<file path="config.mk">
export PLATFORM = sky130hd
export DESIGN_NAME = uart_rx
export DESIGN_NICKNAME = d
export VERILOG_FILES = /design/src/rtl/uart_rx.sv
export SDC_FILE = /design/constraint.sdc
export NUM_CORES = 1
export LEC_CHECK = 0
export CAP_MARGIN = 10
export CORE_ASPECT_RATIO = 0.6
export CORE_MARGIN = 5
export CORE_UTILIZATION = 50
export DETAILED_ROUTE_END_ITERATION = 7
export PLACE_DENSITY = 0.67
export SLEW_MARGIN = 20
export SYNTH_ARGS = -nofsm -noshare
export SYNTH_HDL_FRONTEND = slang
export SYNTH_SLANG_ARGS = --single-unit
</file>
<file path="constraint.sdc">
create_clock -name clk -period 5.8 [get_ports clk]
set_input_delay 1.45 -clock clk [delete_from_list [all_inputs] [get_ports clk]]
set_output_delay 1.45 -clock clk [all_outputs]
set_load 0.1 [all_outputs]
</file>
<file path="src/rtl/uart_rx.sv">
// 8N1 UART receiver, LSB first, mid-bit sampling via a down-counting baud timer.
// Each byte is presented on rx_data with a rdy/clr_rdy handshake; framing and overrun errors pulse.
`timescale 1ns/1ps
module uart_rx #(
  parameter int unsigned BAUD_DIV = 434
) (
  input  logic       clk,
  input  logic       rst_n,
  input  logic       rx,
  input  logic       clr_rdy,
  output logic [7:0] rx_data,
  output logic       rdy,
  output logic       frm_err,
  output logic       ovr_err
);

  typedef enum logic [2:0] {IDLE, START, DATA, STOP, WAIT_HI} state_t;

  localparam logic [11:0] FULL = 12'(BAUD_DIV - 1);
  localparam logic [11:0] HALF = 12'(BAUD_DIV / 2 - 1);

  state_t      state;
  logic        rx_m, rx_s, rx_d;
  logic [1:0]  sync_age;
  logic        armed;
  logic [11:0] cnt;
  logic [3:0]  bit_cnt;
  logic [7:0]  shift_reg;
  logic        tick;

  assign tick = (cnt == '0);

  // Edge detection stays disarmed until the synchroniser has flushed and shown a real high,
  // so a line that is already low when reset is released is not taken as a start bit.
  always_ff @(posedge clk or negedge rst_n) begin
    if (!rst_n) begin
      rx_m     <= 1'b1;
      rx_s     <= 1'b1;
      rx_d     <= 1'b1;
      sync_age <= '0;
      armed    <= 1'b0;
    end else begin
      rx_m     <= rx;
      rx_s     <= rx_m;
      rx_d     <= rx_s;
      if (sync_age != 2'd3) sync_age <= sync_age + 2'd1;
      armed    <= armed | (sync_age[1] & rx_s);
    end
  end

  always_ff @(posedge clk or negedge rst_n) begin
    if (!rst_n) begin
      state     <= IDLE;
      cnt       <= '0;
      bit_cnt   <= '0;
      shift_reg <= '0;
      rx_data   <= '0;
      rdy       <= 1'b0;
      frm_err   <= 1'b0;
      ovr_err   <= 1'b0;
    end else begin
      frm_err <= 1'b0;
      ovr_err <= 1'b0;
      if (clr_rdy) rdy <= 1'b0;

      case (state)
        IDLE: begin
          if (armed && rx_d && !rx_s) begin
            cnt   <= HALF;
            state <= START;
          end
        end
        START: begin
          if (tick) begin
            if (rx_s) begin
              state <= IDLE;
            end else begin
              cnt     <= FULL;
              bit_cnt <= '0;
              state   <= DATA;
            end
          end else begin
            cnt <= cnt - 12'd1;
          end
        end
        DATA: begin
          if (tick) begin
            shift_reg <= {rx_s, shift_reg[7:1]};
            bit_cnt   <= bit_cnt + 4'd1;
            cnt       <= FULL;
            if (bit_cnt == 4'd7) state <= STOP;
          end else begin
            cnt <= cnt - 12'd1;
          end
        end
        STOP: begin
          if (tick) begin
            if (rx_s) begin
              // Set wins over a simultaneous clr_rdy; that case consumed the old byte, so no overrun.
              rx_data <= shift_reg;
              rdy     <= 1'b1;
              ovr_err <= rdy & ~clr_rdy;
              state   <= IDLE;
            end else begin
              frm_err <= 1'b1;
              state   <= WAIT_HI;
            end
          end else begin
            cnt <= cnt - 12'd1;
          end
        end
        WAIT_HI: begin
          if (rx_s) state <= IDLE;
        end
        default: state <= IDLE;
      endcase
    end
  end

endmodule
</file>
# == Word-level counts from Yosys, hierarchy flattened ==
# Index checks and enable logic that the tools add are counted.
# word_totals
output_inout_bits,11
latchBits,0
mem_count,0
inputBits,4
wordCells,76
mem_bits_ro,0
ff_bits,44
ram_bits,0
# op_classes
addsub,3
n_mux,29
eq_ne,15
bitwise_logic,4
n_reduce_logical,12
n_div,0
n_lt_le_gt_ge,0
mul,0
shifts,0
# op_table
cell,n
$mux W12,5
$pmux W12 S4,1
$mux W3,7
$ne A2 B2 Y1 const B,9
$pmux W3 S5,1
$logic_not A12 Y1,1
$mux W4,3
$sub A12 B1 Y12 const B,1
$mux W1,10
$pmux W4 S2,1
$reduce_and A4 Y1,2
$eq A3 B2 Y1 const B,2
$reduce_and A6 Y1,1
$add A4 B1 Y4 const B,1
$eq A4 B3 Y1 const B,1
$reduce_bool A4 Y1,1
$eq A3 B1 Y1 const B,1
$eq A3 B3 Y1 const B,1
$logic_not A3 Y1,1
$ne A3 B3 Y1 const B,1
$reduce_and A3 Y1,1
$add A2 B1 Y2 const B,1
$and A1 B1 Y1,2
$logic_and A1 B1 Y1,2
6 further kinds,6

# == Logic depth before layout (Yosys ltp) ==
# Gate-level depths: netlist (run 1).
# depth
depth_word,5
ltp_mapped,8
mapped_depth_nobuf,7

# == Least setup slack after synthesis (run 1) ==
# OpenSTA, ideal clock, no wires.
# synth_path
path_type,register to output
from,register rdy
to,output rdy
n_path_buf,0
arrival_ns,0.907
setup_slack_ns,3.443
stages_incl_launch_ff,1
t_required_ns,4.350
path_cell_list,dfrtp_1
# synth_lines
item,line_no,source
"start, declared",12,"output logic rdy,"
"start signal, assigned",58,rdy <= 1'b0;
"start signal, assigned",64,if (clr_rdy) rdy <= 1'b0;
"start signal, assigned",101,rdy <= 1'b1;
# No word-level cell between the ends.

# == Final worst setup path (run 1) ==
# layout_path
from,register rdy
to,output rdy
# No word-level cell between the ends.

==> impl_metrics.csv, run 1 <==
group,metric,value,unit
timing,tns,0,ps
synth,yosys-mux-area-fraction,0.0984,
timing,maxSlewHeadroom,0.346,
synth,ys.warnings.count,0,
synth,synthXorXnorAreaFrac,0.00815,
synth,synth.avg_cell_area,10.7,sq um
clock_network,holdBufCountCts,0,
status,status,"finished, final reports clean",
placement,place_hpwl,3.14,mm
timing,worst_slack,2550,ps
critical_path,max_stage_delay,1140,ps
power,ir_worst_vdd,0.170,mV
synth,ys_types,47,
placement,dp_slack,2860,ps
placement,finalWeightedCongestion,0.909,
synth,synth_simple_gate_area_frac,0.200,
min_path,hold_class,"register to register",
global_routing,grt_use_total,0.168,
critical_path,crit_slowest_cell,"clkdlybuf4s50_1",
clock_network,clock-sinks,44,
clock_network,cts_tree,"yes",
power,powerDensity,327,mW/mm^2
critical_path,cp-start-kind,"register",
power,clkPwrFrac,0.231,
critical_path,arrival,1800,ps
power,p_sw_frac,0.342,
floorplanning,ioPinCount,15,
timing,finClkSkew,8.36,ps
cells_and_area,area_delta_synth_final,12.3,%
critical_path,worst_setup_path_end_kind,"output port",
cells_and_area,final_cells,275,
synth,synth.net_count,208,
power,p_leak,1.07,nW
detailed_routing,drt_iter0_drc,198,
global_routing,grt_max_degree,45,
power,comb_power_share,0.234,
placement,io_buffer_count,14,
detailed_routing,wirelength,4.40,mm
cells_and_area,fillCellCount,345,
job,drv_cap,0,
power,p_int,0.519,mW
detailed_routing,vias_per_cell,5.76,
timing,fmax,0.307,GHz
floorplanning,fp.dieH,60.8,um
detailed_routing,postRouteAntennaNets,0,
floorplanning,num_rows,18,
synth,synthAdderAreaFrac,0.0233,
synth,synth_top_family_by_area,"simple AND/OR/NAND/NOR gates",
synth,synth-edff-count,0,
global_routing,grt_pass1_vias,1497,
cells_and_area,antenna_cells,0,
global_routing,grt_pass1_wl,7.48,mm
timing,rsz0062_at_grt,"false",
floorplanning,die_area,0.00575,sq mm
synth,synth_area,0.00215,sq mm
clock_network,cts.clk_slew.worst_paths,80,ps
cells_and_area,layout_common_cells,"41 x dfrtp_1, 18 x nand2_1, 17 x mux2_2",
detailed_routing,via_count,1584,
synth,synth_flop_cell,"dfrtp_1",
clock_network,cts_resized,0,
cells_and_area,largest_reg_flops,12,
global_routing,gr-total-overflow,0,
synth,synth_seq_cells,44,
placement,dp_cells,267,
clock_network,clock_latency,290,ps
critical_path,crit_required,4350,ps
synth,async_flop_share,1.00,
synth,synth_compound_area_frac,0.132,
detailed_routing,routedWlPerCell,16.0,um
critical_path,path_max_fanout,3,
detailed_routing,drt-pass1-iter-count,4,
floorplanning,core_area,0.00412,sq mm
floorplanning,die_x,94.6,um
critical_path,cp_top_family,"buffers and inverters",
cells_and_area,nNetsFinal,222,
critical_path,cp_num_buf_inv,1,
timing,fin_crit_sh,0.561,
global_routing,antenna_found_initial,0,
critical_path,crit_path_cell_trace,"clkdlybuf4s50_1",
clock_network,post_cts_buffers,0,
timing,drv_slew,0,
clock_network,clock_path_buffers,2,
timing,final-hold-violation-count,0,
clock_network,cts_root_buffer,"clkbuf_8",
timing,tightest_slew,978,ps
power,p_switching,0.269,mW
timing,finalCriticalPeriod,3250,ps
detailed_routing,route.detailed.drc,0,
timing,setup_viol,0,
floorplanning,initial_core_util,0.521,
synth,ys_seq_area_frac,0.514,
synth,synthCells,200,
cells_and_area,drive_gt1_frac,0.163,
cells_and_area,mostFrequentLayoutCell,"dfrtp_1",
clock_network,cts-buffers-inserted,5,
clock_network,cts_max_level,2,
power,power.share.sequential,0.535,
critical_path,crit_type,"register to output port",
-- synth_stat cells, types with 4 or more instances --
library cell / instances / share of area
nor2_1: 16 / 0.028
ha_1: 4 / 0.023
a21oi_1: 9 / 0.021
dfrtp_1: 41 / 0.48
nor3_1: 10 / 0.023
or3_1: 5 / 0.015
o21ai_0: 10 / 0.023
nand2_1: 18 / 0.031
mux2_2: 17 / 0.089
inv_1: 6 / 0.010
nand3_1: 5 / 0.012
-- cell type report --
class,instances,area [sq um],share of cell area
Clock inverter,1,5.00,0.00207
Clock buffer,7,76.3,0.0316
Timing Repair Buffer,14,138,0.0571
Inverter,6,22.5,0.00934
Sequential cell,44,1100,0.458
Tap cell,60,75.1,0.0311
Multi-Input combinational cell,143,991,0.411
-- logic make-up after synthesis --
logic type,count (synthesis)
compound gates,42
xor+xnor,2
fa+ha+maj,4
buf+inv,13
flops,44
mux,19
simple gates,76
-- metrics by stage --
step	utilization	cell area (sq um)	hold slack (ps)	total power [mW]
2_1_floorplan	-	2150	345	0.558
3_3_place_gp	0.565	2330	347	0.598
3_5_place_dp	0.565	2330	351	0.608
4_1_cts	0.585	2410	363	0.791
5_1_grt	0.585	2410	369	0.838
6_report	0.585	2410	362	0.788
-- power by group through the flow --
stage	clock network [mW]	logic, mW	registers [mW]
after floorplan	0	0.152	0.406
after global placement	0	0.178	0.420
after detailed placement	0	0.184	0.424
after CTS	0.187	0.184	0.420
after global routing	0.200	0.208	0.429
final	0.182	0.184	0.422
-- metal layers --
metal  up-vias  global-route usage  share of wire
met3         4              0.0471          0.050
met4         0              0.0370         0.0059
met1       770               0.255           0.50
li1        758                   -              -
met2        52               0.239           0.44
met5         -                   0              0
-- path summary, 6_finish.rpt --
kind,from,end,slack (ps),cells after the start
worst min-delay path,rx_m,rx_s,360,0
min in group asynchronous,rst_n,cnt[1],1140,1
worst max-delay path,rdy,rdy,2550,1
worst max register to register,cnt[0],rx_data[5],3360,7
max in group asynchronous,rst_n,rx_d,4270,1
worst min register to register,rx_m,rx_s,360,0
No activity file was read; power rests on OpenSTA's default activity.
==> run 2, diff against run 1 <==
==> constraint.sdc (replaced) <==
create_clock -name clk -period 3.2 [get_ports clk]
set_input_delay 0.8 -clock clk [delete_from_list [all_inputs] [get_ports clk]]
set_output_delay 0.8 -clock clk [all_outputs]
set_load 0.1 [all_outputs]
==> impl_metrics.csv, run 2 (synthesis results as in run 1) <==
group,metric,value,unit
status,status,"finished, final reports clean",
detailed_routing,drt_iter0_drc,193,
cells_and_area,fillCellCount,344,
timing,tightest_slew,628,ps
power,p_int,0.965,mW
placement,io_buffer_count,14,
timing,fmax,0.410,GHz
timing,finalCriticalPeriod,2440,ps
critical_path,worst_setup_path_end_kind,"register",
cells_and_area,finish.instance_area,0.00241,sq mm
floorplanning,initial_core_util,0.521,
global_routing,antenna_found_initial,0,
cells_and_area,area_delta_synth_final,12.4,%
detailed_routing,routedWlPerCell,15.7,um
global_routing,grt_pass1_vias,1530,
global_routing,grt_max_degree,45,
timing,final-hold-violation-count,0,
timing,fin_crit_sh,0.762,
cells_and_area,mostFrequentLayoutCell,"dfrtp_1",
timing,drv_slew,0,
cells_and_area,antenna_cells,0,
clock_network,clock-sinks,44,
min_path,hold_class,"register to register",
timing,finalHoldWorstSlack,355,ps
clock_network,cts_resized,0,
floorplanning,num_rows,18,
global_routing,grt_pass1_wl,7.36,mm
global_routing,grt_use_total,0.166,
detailed_routing,route.detailed.drc,0,
clock_network,holdBufCountCts,0,
floorplanning,die_x,94.6,um
clock_network,cts_root_buffer,"clkbuf_8",
floorplanning,core_area,0.00412,sq mm
detailed_routing,postRouteAntennaNets,0,
critical_path,arrival,2620,ps
detailed_routing,vias_per_cell,5.88,
critical_path,crit_required,3380,ps
critical_path,cp-start-kind,"register",
power,p_switching,0.503,mW
timing,finClkSkew,3.44,ps
power,powerDensity,608,mW/mm^2
timing,maxSlewHeadroom,0.579,
power,comb_power_share,0.234,
power,p_leak,1.10,nW
cells_and_area,nNetsFinal,223,
cells_and_area,layout_common_cells,"41 x dfrtp_1, 18 x nand2_1, 17 x mux2_2",
clock_network,clock_path_buffers,2,
placement,placed_cell_area,0.00230,sq mm
power,clkPwrFrac,0.246,
clock_network,cts.clk_slew.worst_paths,80,ps
placement,place_hpwl,3.17,mm
detailed_routing,wirelength,4.32,mm
detailed_routing,via_count,1623,
power,power.share.sequential,0.520,
timing,setup_viol,0,
clock_network,clock_latency,290,ps
critical_path,path_max_fanout,10,
clock_network,cts_max_level,2,
global_routing,gr-total-overflow,0,
cells_and_area,drive_gt1_frac,0.222,
clock_network,cts-buffers-inserted,5,
timing,tns,0,ps
floorplanning,ioPinCount,15,
cells_and_area,largest_reg_flops,12,
floorplanning,fp.dieH,60.8,um
clock_network,post_cts_buffers,0,
clock_network,cts_tree,"yes",
critical_path,crit_type,"register to register",
detailed_routing,drt-pass1-iter-count,4,
placement,finalWeightedCongestion,0.875,
job,drv_cap,0,
power,p_sw_frac,0.343,
timing,rsz0062_at_grt,"false",
floorplanning,die_area,0.00575,sq mm
power,ir_worst_vdd,0.424,mV
-- run 2: area by class of cell --
cell class / instances / area, sq um / area share
Timing Repair Buffer: 15 / 128 / 0.0528
Clock inverter: 1 / 7.51 / 0.00311
Inverter: 6 / 22.5 / 0.00933
Clock buffer: 7 / 86.3 / 0.0358
Multi-Input combinational cell: 143 / 991 / 0.410
Sequential cell: 44 / 1100 / 0.458
Tap cell: 60 / 75.1 / 0.0311
-- run 2: final timing paths --
| path | start | endpoint | slack (ps) | cells after the start |
|---|---|---|---|---|
| worst min-delay path | rx_m | rx_s | 350 | 0 |
| worst min register to register | rx_m | rx_s | 350 | 0 |
| worst max-delay path | cnt[0] | rx_data[6] | 760 | 7 |
| worst max register to register | cnt[0] | rx_data[6] | 760 | 7 |
| min in group asynchronous | rst_n | cnt[1] | 360 | 1 |
| max in group asynchronous | rst_n | rx_d | 2320 | 2 |
-- run 2: worst max-delay path: stages (launching register included) --
cell and delay (ps):
dfrtp_1 420, inv_1 100, ha_1 160, nor3b_4 290, nand2_1 160, nor2_1 310
and3_1 500, mux2_2 390
-- run 2: power by group through the flow --
stage               registers (mW)  clock network (mW)  logic [mW]
finish                       0.763               0.361       0.344
global route                 0.780               0.393       0.381
CTS                          0.760               0.368       0.339
detailed placement           0.769                   0       0.337
global placement             0.764                   0       0.326
floorplan                    0.736                   0       0.276
-- run 2: per-stage QoR --
stage          power (mW)  worst slack, ps   util  cells
6_report             1.47              762  0.586    276
5_1_grt              1.55              597  0.586    276
4_1_cts              1.47              792  0.581    275
3_5_place_dp         1.11              804  0.558    267
3_3_place_gp         1.09              927  0.558    267
2_1_floorplan        1.01             1170      -    200
-- run 2: per-layer routing --
layer	global-route usage	wire length (um)	up-vias
met5	0	0	-
met4	0.0595	55	0
met3	0.0483	314	11
met2	0.231	1830	58
met1	0.245	2120	800
li1	-	-	754
==> run 3, diff against run 2 <==
==> constraint.sdc (replaced) <==
create_clock -name clk -period 2.5 [get_ports clk]
set_input_delay 0.625 -clock clk [delete_from_list [all_inputs] [get_ports clk]]
set_output_delay 0.625 -clock clk [all_outputs]
set_load 0.1 [all_outputs]
==> impl_metrics.csv, run 3 (synthesis results as in run 1) <==
group,metric,value,unit
status,status,"finished, final reports clean",
timing,finalCriticalPeriod,2300,ps
critical_path,rrSetupSlack,200,ps
cells_and_area,largest_reg_flops,12,
clock_network,post_cts_buffers,0,
critical_path,arrival,2480,ps
global_routing,grt_use_total,0.177,
detailed_routing,drt-pass1-iter-count,6,
min_path,hold_class,"primary input to async pin",
clock_network,holdBufCountCts,0,
critical_path,crit_required,2680,ps
timing,rsz0062_at_grt,"false",
clock_network,cts_resized,0,
detailed_routing,route.detailed.drc,0,
power,p_leak,1.12,nW
floorplanning,core_area,0.00412,sq mm
clock_network,cts-buffers-inserted,5,
cells_and_area,drive_gt1_frac,0.240,
global_routing,gr-total-overflow,0,
floorplanning,ioPinCount,15,
timing,fin_crit_sh,0.919,
floorplanning,fp.dieH,60.8,um
clock_network,cts_root_buffer,"clkbuf_8",
critical_path,rr_worst_depth,7,
timing,finClkSkew,7.83,ps
clock_network,clock_path_buffers,2,
global_routing,grt_pass1_vias,1616,
floorplanning,initial_core_util,0.521,
global_routing,antenna_found_initial,0,
detailed_routing,postRouteAntennaNets,0,
timing,tns,0,ps
placement,finalWeightedCongestion,0.878,
cells_and_area,area_delta_synth_final,13.6,%
cells_and_area,nNetsFinal,228,
job,drv_cap,0,
detailed_routing,drt_iter0_drc,179,
clock_network,cts.clk_slew.worst_paths,90,ps
timing,setup_viol,0,
cells_and_area,finish.utilization,0.592,
power,powerDensity,782,mW/mm^2
floorplanning,num_rows,18,
cells_and_area,layout_common_cells,"41 x dfrtp_1, 18 x nand2_1, 17 x mux2_2, 17 x buf_4, 16 x nor2_1",
floorplanning,die_x,94.6,um
cells_and_area,finish.instance_area,0.00244,sq mm
clock_network,cts_max_level,2,
timing,fmax,0.435,GHz
detailed_routing,routedWlPerCell,16.7,um
timing,finalHoldWorstSlack,346,ps
global_routing,grt_max_degree,30,
critical_path,timing.rr.start,"cnt[1]",
cells_and_area,antenna_cells,0,
timing,drv_slew,0,
power,ir_worst_vdd,0.515,mV
power,p_total,1.91,mW
critical_path,crit_type,"register to register",
clock_network,clock_latency,290,ps
placement,io_buffer_count,14,
timing,maxSlewHeadroom,0.571,
detailed_routing,vias_per_cell,5.96,
detailed_routing,wirelength,4.71,mm
critical_path,r2r-end,"rx_data[2]",
timing,final-hold-violation-count,0,
placement,place_hpwl,3.51,mm
clock_network,cts_tree,"yes",
placement,placed_cell_area,0.00235,sq mm
critical_path,worst_setup_path_end_kind,"register",
detailed_routing,via_count,1674,
global_routing,grt_pass1_wl,7.70,mm
clock_network,clock-sinks,44,
timing,tightest_slew,644,ps
critical_path,cp-start-kind,"register",
floorplanning,die_area,0.00575,sq mm
cells_and_area,mostFrequentLayoutCell,"dfrtp_1",
critical_path,path_max_fanout,10,
==> run 3: final cells by class <==
type                            instances  area (sq um)
Fill cell                             336          1680
Clock buffer                            7          86.3
Tap cell                               60          75.1
Clock inverter                          1          7.51
Multi-Input combinational cell        143           991
Timing Repair Buffer                   20           153
Sequential cell                        44          1100
Inverter                                6          22.5
==> run 3: per-stage QoR <==
step | std cells | setup slack [ps]
global placement | 273 | 387
CTS | 281 | 220
detailed placement | 273 | 235
global route | 281 | 26.8
finish | 281 | 202
floorplan | 200 | 470
==> run 3: where the power goes <==
group | internal, mW | total, mW | switching, mW
clock network | 0.225 | 0.462 | 0.237
registers | 0.811 | 0.983 | 0.171
logic | 0.205 | 0.464 | 0.259
==> run 3: worst max-delay path by stage <==
stage	start	endpoint	slack [ps]	cells after the start
6_report	cnt[1]	rx_data[2]	200	7
5_1_grt	cnt[0]	rx_data[0]	30	7
4_1_cts	cnt[0]	rx_data[2]	220	7
3_5_place_dp	cnt[0]	rx_data[2]	240	7
3_3_place_gp	cnt[0]	rx_data[6]	390	7
2_1_floorplan	cnt[0]	rx_data[0]	470	8
==> run 3: worst max-delay path: stages, from the launching register on <==
cell	delay, ps
dfrtp_1	400
inv_1	100
ha_1	150
nor3b_4	300
nand2_1	170
nor2_1	200
and3_1	460
mux2_2	390
==> run 3: routing by layer <==
| metal | routed length, um | vias to the layer above | track usage | part of all wire |
|---|---|---|---|---|
| li1 | - | 767 | - | - |
| met1 | 2250 | 811 | 0.250 | 0.48 |
| met3 | 337 | 11 | 0.0446 | 0.072 |
| met4 | 72 | 0 | 0.0390 | 0.015 |
| met2 | 2050 | 85 | 0.279 | 0.43 |
| met5 | 0 | - | 0 | 0 |
